$ cat src/rtl/cpu_pkg.sv
// Shared CPU front-end definitions: PC-source encodings, the NOP word,
// the fetch FSM state type and the prefetch queue entry layout.
package cpu_pkg;

    localparam logic [1:0] PCS_SEQ = 2'b00;
    localparam logic [1:0] PCS_BR  = 2'b01;
    localparam logic [1:0] PCS_J   = 2'b10;
    localparam logic [1:0] PCS_JR  = 2'b11;

    localparam logic [31:0] NOP_INST = 32'h0000_0000;

    typedef enum logic [1:0] {
        FETCH_IDLE = 2'b00,
        FETCH_WAIT = 2'b01,
        FETCH_DROP = 2'b10
    } fetch_state_t;

    typedef struct packed {
        logic [31:0] pc4;
        logic [31:0] inst;
    } fetch_entry_t;

    // Only branches use bpc; both jump encodings take jpc.
    function automatic logic [31:0] redirect_target(input logic [1:0]  pcs,
                                                     input logic [31:0] bpc,
                                                     input logic [31:0] jpc);
        return (pcs == PCS_BR) ? bpc : jpc;
    endfunction

endpackage

$ cat src/rtl/fetch_fifo.sv
// Prefetch queue: DEPTH entries of {pc+4, instruction}, head visible
// combinationally, with a flush that empties it in one cycle.
module fetch_fifo
    import cpu_pkg::*;
#(
    parameter int DEPTH = 2
) (
    input  logic                         clk,
    input  logic                         rst,
    input  logic                         push,
    input  logic                         pop,
    input  logic                         flush,
    input  fetch_entry_t                 wdata,
    output fetch_entry_t                 rdata,
    output logic [$clog2(DEPTH+1)-1:0]   count,
    output logic                         full,
    output logic                         empty
);
    localparam int PTR_W = $clog2(DEPTH);
    localparam int CNT_W = $clog2(DEPTH + 1);

    fetch_entry_t     mem [DEPTH];
    logic [PTR_W-1:0] rd_ptr;
    logic [PTR_W-1:0] wr_ptr;

    always_ff @(posedge clk or posedge rst) begin
        if (rst) begin
            rd_ptr <= '0;
            wr_ptr <= '0;
            count  <= '0;
        end else if (flush) begin
            rd_ptr <= '0;
            wr_ptr <= '0;
            count  <= '0;
        end else begin
            if (push) wr_ptr <= wr_ptr + 1'b1;
            if (pop)  rd_ptr <= rd_ptr + 1'b1;
            count <= count + CNT_W'(push) - CNT_W'(pop);
        end
    end

    // Storage carries no reset; validity is tracked by count alone.
    always_ff @(posedge clk) begin
        if (push && !flush) mem[wr_ptr] <= wdata;
    end

    assign rdata = mem[rd_ptr];
    assign full  = (count == CNT_W'(DEPTH));
    assign empty = (count == '0);

endmodule

$ cat src/rtl/if_prefetch_unit.sv
// Instruction-fetch front end: owns the fetch PC, runs one outstanding
// req/ack read at a time and buffers returned words for the IF/ID register.
module if_prefetch_unit
    import cpu_pkg::*;
#(
    parameter int          DEPTH    = 2,
    parameter logic [31:0] RESET_PC = 32'h0000_0000
) (
    input  logic        Clock,
    input  logic        Resetn,
    input  logic [1:0]  pcsource,
    input  logic [31:0] bpc,
    input  logic [31:0] jpc,
    input  logic        id_stall,
    output logic        imem_req,
    output logic [31:0] imem_addr,
    input  logic        imem_ack,
    input  logic [31:0] imem_rdata,
    output logic [31:0] PC,
    output logic        if_valid,
    output logic [31:0] if_Inst,
    output logic [31:0] if_pc4
);
    localparam int CNT_W = $clog2(DEPTH + 1);

    fetch_state_t     state;
    fetch_state_t     state_next;
    logic [31:0]      pc;
    logic [31:0]      req_addr;
    logic [31:0]      target;
    logic             redirect;
    logic             issue;
    logic             accept;
    logic             push;
    logic             pop;
    fetch_entry_t     entry;
    fetch_entry_t     head;
    logic [CNT_W-1:0] count;
    logic             full;
    logic             empty;

    assign redirect = (pcsource != PCS_SEQ);
    assign target   = redirect_target(pcsource, bpc, jpc);
    // A redirect cycle never issues: the new target goes out next cycle.
    assign issue    = (state == FETCH_IDLE) && !redirect && (count < CNT_W'(DEPTH));
    assign accept   = (state == FETCH_WAIT) && imem_ack && !redirect;
    assign push     = accept && (!full || pop);
    assign pop      = if_valid && !id_stall;
    assign entry    = '{pc4: req_addr + 32'd4, inst: imem_rdata};

    fetch_fifo #(.DEPTH(DEPTH)) u_fifo (
        .clk   (Clock),
        .rst   (Resetn),
        .push  (push),
        .pop   (pop),
        .flush (redirect),
        .wdata (entry),
        .rdata (head),
        .count (count),
        .full  (full),
        .empty (empty)
    );

    always_ff @(posedge Clock or posedge Resetn) begin
        if (Resetn) state <= FETCH_IDLE;
        else        state <= state_next;
    end

    always_comb begin
        state_next = state;
        unique case (state)
            FETCH_IDLE: if (issue) state_next = FETCH_WAIT;
            FETCH_WAIT: begin
                if (imem_ack)      state_next = FETCH_IDLE;
                else if (redirect) state_next = FETCH_DROP;
            end
            FETCH_DROP: if (imem_ack) state_next = FETCH_IDLE;
            default:    state_next = FETCH_IDLE;
        endcase
    end

    always_comb begin
        imem_req  = !Resetn && (issue || (state != FETCH_IDLE));
        imem_addr = (state == FETCH_IDLE) ? pc : req_addr;
        if_valid  = !empty && !redirect;
        if_Inst   = if_valid ? head.inst : NOP_INST;
        if_pc4    = if_valid ? head.pc4  : 32'h0;
    end

    // req_addr holds the address on the bus while pc may already point
    // at a redirect target (DROP).
    always_ff @(posedge Clock or posedge Resetn) begin
        if (Resetn) begin
            pc       <= RESET_PC;
            req_addr <= RESET_PC;
        end else begin
            if (redirect)    pc <= target;
            else if (accept) pc <= pc + 32'd4;
            if (issue) req_addr <= pc;
        end
    end

    assign PC = pc;

endmodule

$ cat config.mk
export PLATFORM = sky130hd
export DESIGN_NAME = if_prefetch_unit
export DESIGN_NICKNAME = d
export VERILOG_FILES = /design/src/rtl/cpu_pkg.sv /design/src/rtl/fetch_fifo.sv /design/src/rtl/if_prefetch_unit.sv
export SDC_FILE = /design/constraint.sdc
export NUM_CORES = 1
export LEC_CHECK = 0
export ABC_AREA = 1
export BUFFER_PORTS_ARGS = -buffer_cell sky130_fd_sc_hd__buf_4
export CAP_MARGIN = 20
export CORE_MARGIN = 4
export CORE_UTILIZATION = 50
export DETAILED_ROUTE_END_ITERATION = 16
export PLACE_DENSITY = 0.79
export SLEW_MARGIN = 20
export SYNTH_ARGS = -nofsm -noshare
export SYNTH_HDL_FRONTEND = slang
export SYNTH_HIERARCHICAL = 1
export SYNTH_SLANG_ARGS = --single-unit
export TNS_END_PERCENT = 5
$ cat constraint.sdc
create_clock -name Clock -period 11.2 [get_ports Clock]
set_input_delay 2.24 -clock Clock [delete_from_list [all_inputs] [get_ports Clock]]
set_output_delay 2.24 -clock Clock [all_outputs]
set_load 0.1 [all_outputs]
==> results_dict.tcl <==
set metrics [dict create \
    die_h_um 153 \
    synth-async-reset-ratio 0.354 \
    final_common_cell "buf_4" \
    gp_congestion 1.01 \
    io_pins 232 \
    slowest_delay_ns 0.41 \
    vias_per_cell 5.22 \
    min_period_ns 6.49 \
    setup_viol 0 \
    finalNetCount 1424 \
    core_um2 20400 \
    crit_type "in -> out" \
    outcome "completed" \
    grtUsageTotal 0.218 \
    cp_cell_sequence "buf_4, nor2_8, inv_4, nor2_2, inv_2, nor2_1, buf_4" \
    hpwl_mm 18.8 \
    p_leak_nw 5.90 \
    rsz0062_at_grt "false" \
    row_count 52 \
    synthFlopType "edfxtp_1" \
    cts_resized 0 \
    antenna_found_initial 0 \
    final_cell_mix "buf_4 (236), nand2_1 (209), nor2_1 (169)" \
    routedWlPerCell_um 16.0 \
    h-tree-depth 4 \
    num-fill-cells 1670 \
    yosysSeqAreaShare 0.534 \
    combPwrFrac 0.283 \
    die-area_um2 23400 \
    finalCritPeriodShare 0.579 \
    synth_area_leaders "edfxtp_1 (37%), dfrtp_1 (17%), nand2_1 (7.5%)" \
    maxSlewViolCount 0 \
    cts_setup_buffers 0 \
    netlist_area_um2 10500 \
    grt_max_degree 67 \
    place_ws_ns 4.57 \
    cts.clk_slew.worst_paths_ns 0.07 \
    start_util 0.513 \
    clock-root-buffer "clkbuf_16" \
    syn2layout_area_growth_pct 24.4 \
    swShare 0.380 \
    cp_common_cell "buf_4" \
    n_antenna_cell 0 \
    min_path_type "reg -> reg" \
    drv_cap 0 \
    p_sw_uw 837 \
    crit_path_start_kind "input port" \
    overflow 0 \
    vias 8363 \
    pwr-share-clk 0.305 \
    powerDensity_nw_per_um2 169 \
    synth_top_area_share 0.366 \
    cts_buffer_depth 2 \
    tightest_slew_ns 1.08 \
    cts_hold_buf 0 \
    required_ns 8.96 \
    io_buffers 231 \
    setup_tns_ns 0 \
    synth_nets 1213 \
    drc_errors 0 \
    wl_mm 25.6 \
    synth_edf_count 128 \
    grt_pass1_wl_mm 41.1 \
    critPathSlowestCell "nor2_8" \
    synth_cell_types 42 \
    drive_above_1_share 0.285 \
    clock-sinks 198 \
    drtIter0Drc 648 \
    worstPathMaxFanout 66 \
    synth_top_cell_by_area "edfxtp_1" \
    tritoncts "done" \
    power_frac_seq 0.413 \
    drtAntennaViolNets 0 \
    cts_made_buffers 17 \
    worst_slack_ns 4.71 \
    worstPathArrival_ns 4.25 \
    crit_buf_inv 4 \
    fin_skew_ns 0.0145 \
    dr.pass1.iters 6 \
    synthCells 1107 \
    ys_warn_count 6 \
    hold_viol 0 \
    die_x_um 153 \
    ys_seq_elements 198 \
    postSynthAreaPerCell_um2 9.47 \
    critPathTopFamily "buffers and inverters" \
    cp-end-kind "primary output" \
    insertion_delay_ns 0.44 \
    grt_pass1_vias 7944 \
    p_int_mw 1.37 \
    irDropWorstVdd_uv 94.9 \
    clock.fmax_ghz 0.154 \
    relSlewSlack 0.280 \
]
## cell usage after synthesis, types with 2 or more instances
master    number
mux2_2        26
nor2_4        10
nand3_1       49
edfxtp_1     128
inv_2          5
o31ai_1        2
a22oi_1        4
and2_1         2
dfrtp_1       70
buf_1          4
inv_1        139
o21ai_1       11
nor2_1       172
o21ai_0       47
buf_4          5
and3_1         2
nand3_2        2
nor2_2         8
nand2_1      210
nand2_2        7
a21oi_1       36
nor3_2         3
ha_1           4
clkbuf_1      10
nand4_1        4
nor3_1        12
xor2_1        32
buf_2         20
mux2_4        38
a22o_1        19
a31oi_1        7
buf_6          6
o211ai_1       2
a41oi_1        3
## cells by family after synthesis
group	count (synthesis)	synth area share
AND/OR/NAND/NOR	487	0.202
flip-flops	198	0.534
multiplexers	64	0.0823
adder cells (fa/ha/maj)	4	0.00477
XOR/XNOR	32	0.0267
AO/OA/AOI/OAI	132	0.0740
buffers and inverters	190	0.0767
## power groups by stage
stage                     logic (mW)  registers (mW)  clock network, mW
final                          0.623           0.909              0.671
after global routing           0.660           0.917              0.713
after CTS                      0.622           0.907              0.681
after detailed placement       0.620           0.922                  0
after global placement         0.612           0.920                  0
after floorplan                0.375            1.01                  0
## through the flow
stage	total power [mW]	cell area, µm²	hold slack [ns]	utilization	instances
after floorplan	1.38	10500	0.453	-	1107
after global placement	1.53	12400	0.466	0.605	1568
after detailed placement	1.54	12400	0.473	0.605	1568
after CTS	2.21	13000	0.531	0.638	1600
after global routing	2.29	13000	0.556	0.639	1601
final	2.20	13000	0.530	0.639	1601
## layer usage
layer,global-route usage,share of wire
met1,0.294,0.43
met2,0.356,0.48
met3,0.0481,0.072
met4,0.0645,0.020
met5,0,0
## registers in the layout (all words and copies together), names as in the netlist
register	count
req_addr	32
state	2
u_fifo/mem	128
u_fifo/rd_ptr	1
u_fifo/wr_ptr	1
PC	32
u_fifo/count	2
## worst min-delay path, cell delays in order (launching register included)
cell and delay [ns]:
dfrtp_1 0.35, nand2_1 0.06, o21ai_0 0.08
## final cells by class
cell class | instances | area, µm² | share of cell area
clock inverters | 15 | 233 | 0.0178
clock buffers | 17 | 425 | 0.0326
well taps | 270 | 338 | 0.0259
inverters | 145 | 547 | 0.0419
flip-flops and latches | 198 | 5600 | 0.429
repair buffers | 237 | 1790 | 0.137
multi-input cells | 719 | 4110 | 0.315
## worst paths after layout
kind	from	to	slack, ns	depth (start not counted)
setup / recovery	pcsource[1]	if_pc4[13]	4.71	7
hold / removal	req_addr[31]$_DFFE_PP0P_	req_addr[31]$_DFFE_PP0P_	0.53	2
hold reg to reg	req_addr[31]$_DFFE_PP0P_	req_addr[31]$_DFFE_PP0P_	0.53	2
min in group asynchronous	Resetn	u_fifo/wr_ptr$_DFFE_PP0P_	1.72	2
max in group asynchronous	Resetn	req_addr[18]$_DFFE_PP0P_	8.58	3
setup reg to reg	u_fifo/count[1]$_DFF_PP0_	u_fifo/mem[0][9]$_DFFE_PP_	7.43	9
No activity file was read; power rests on OpenSTA's default activity.
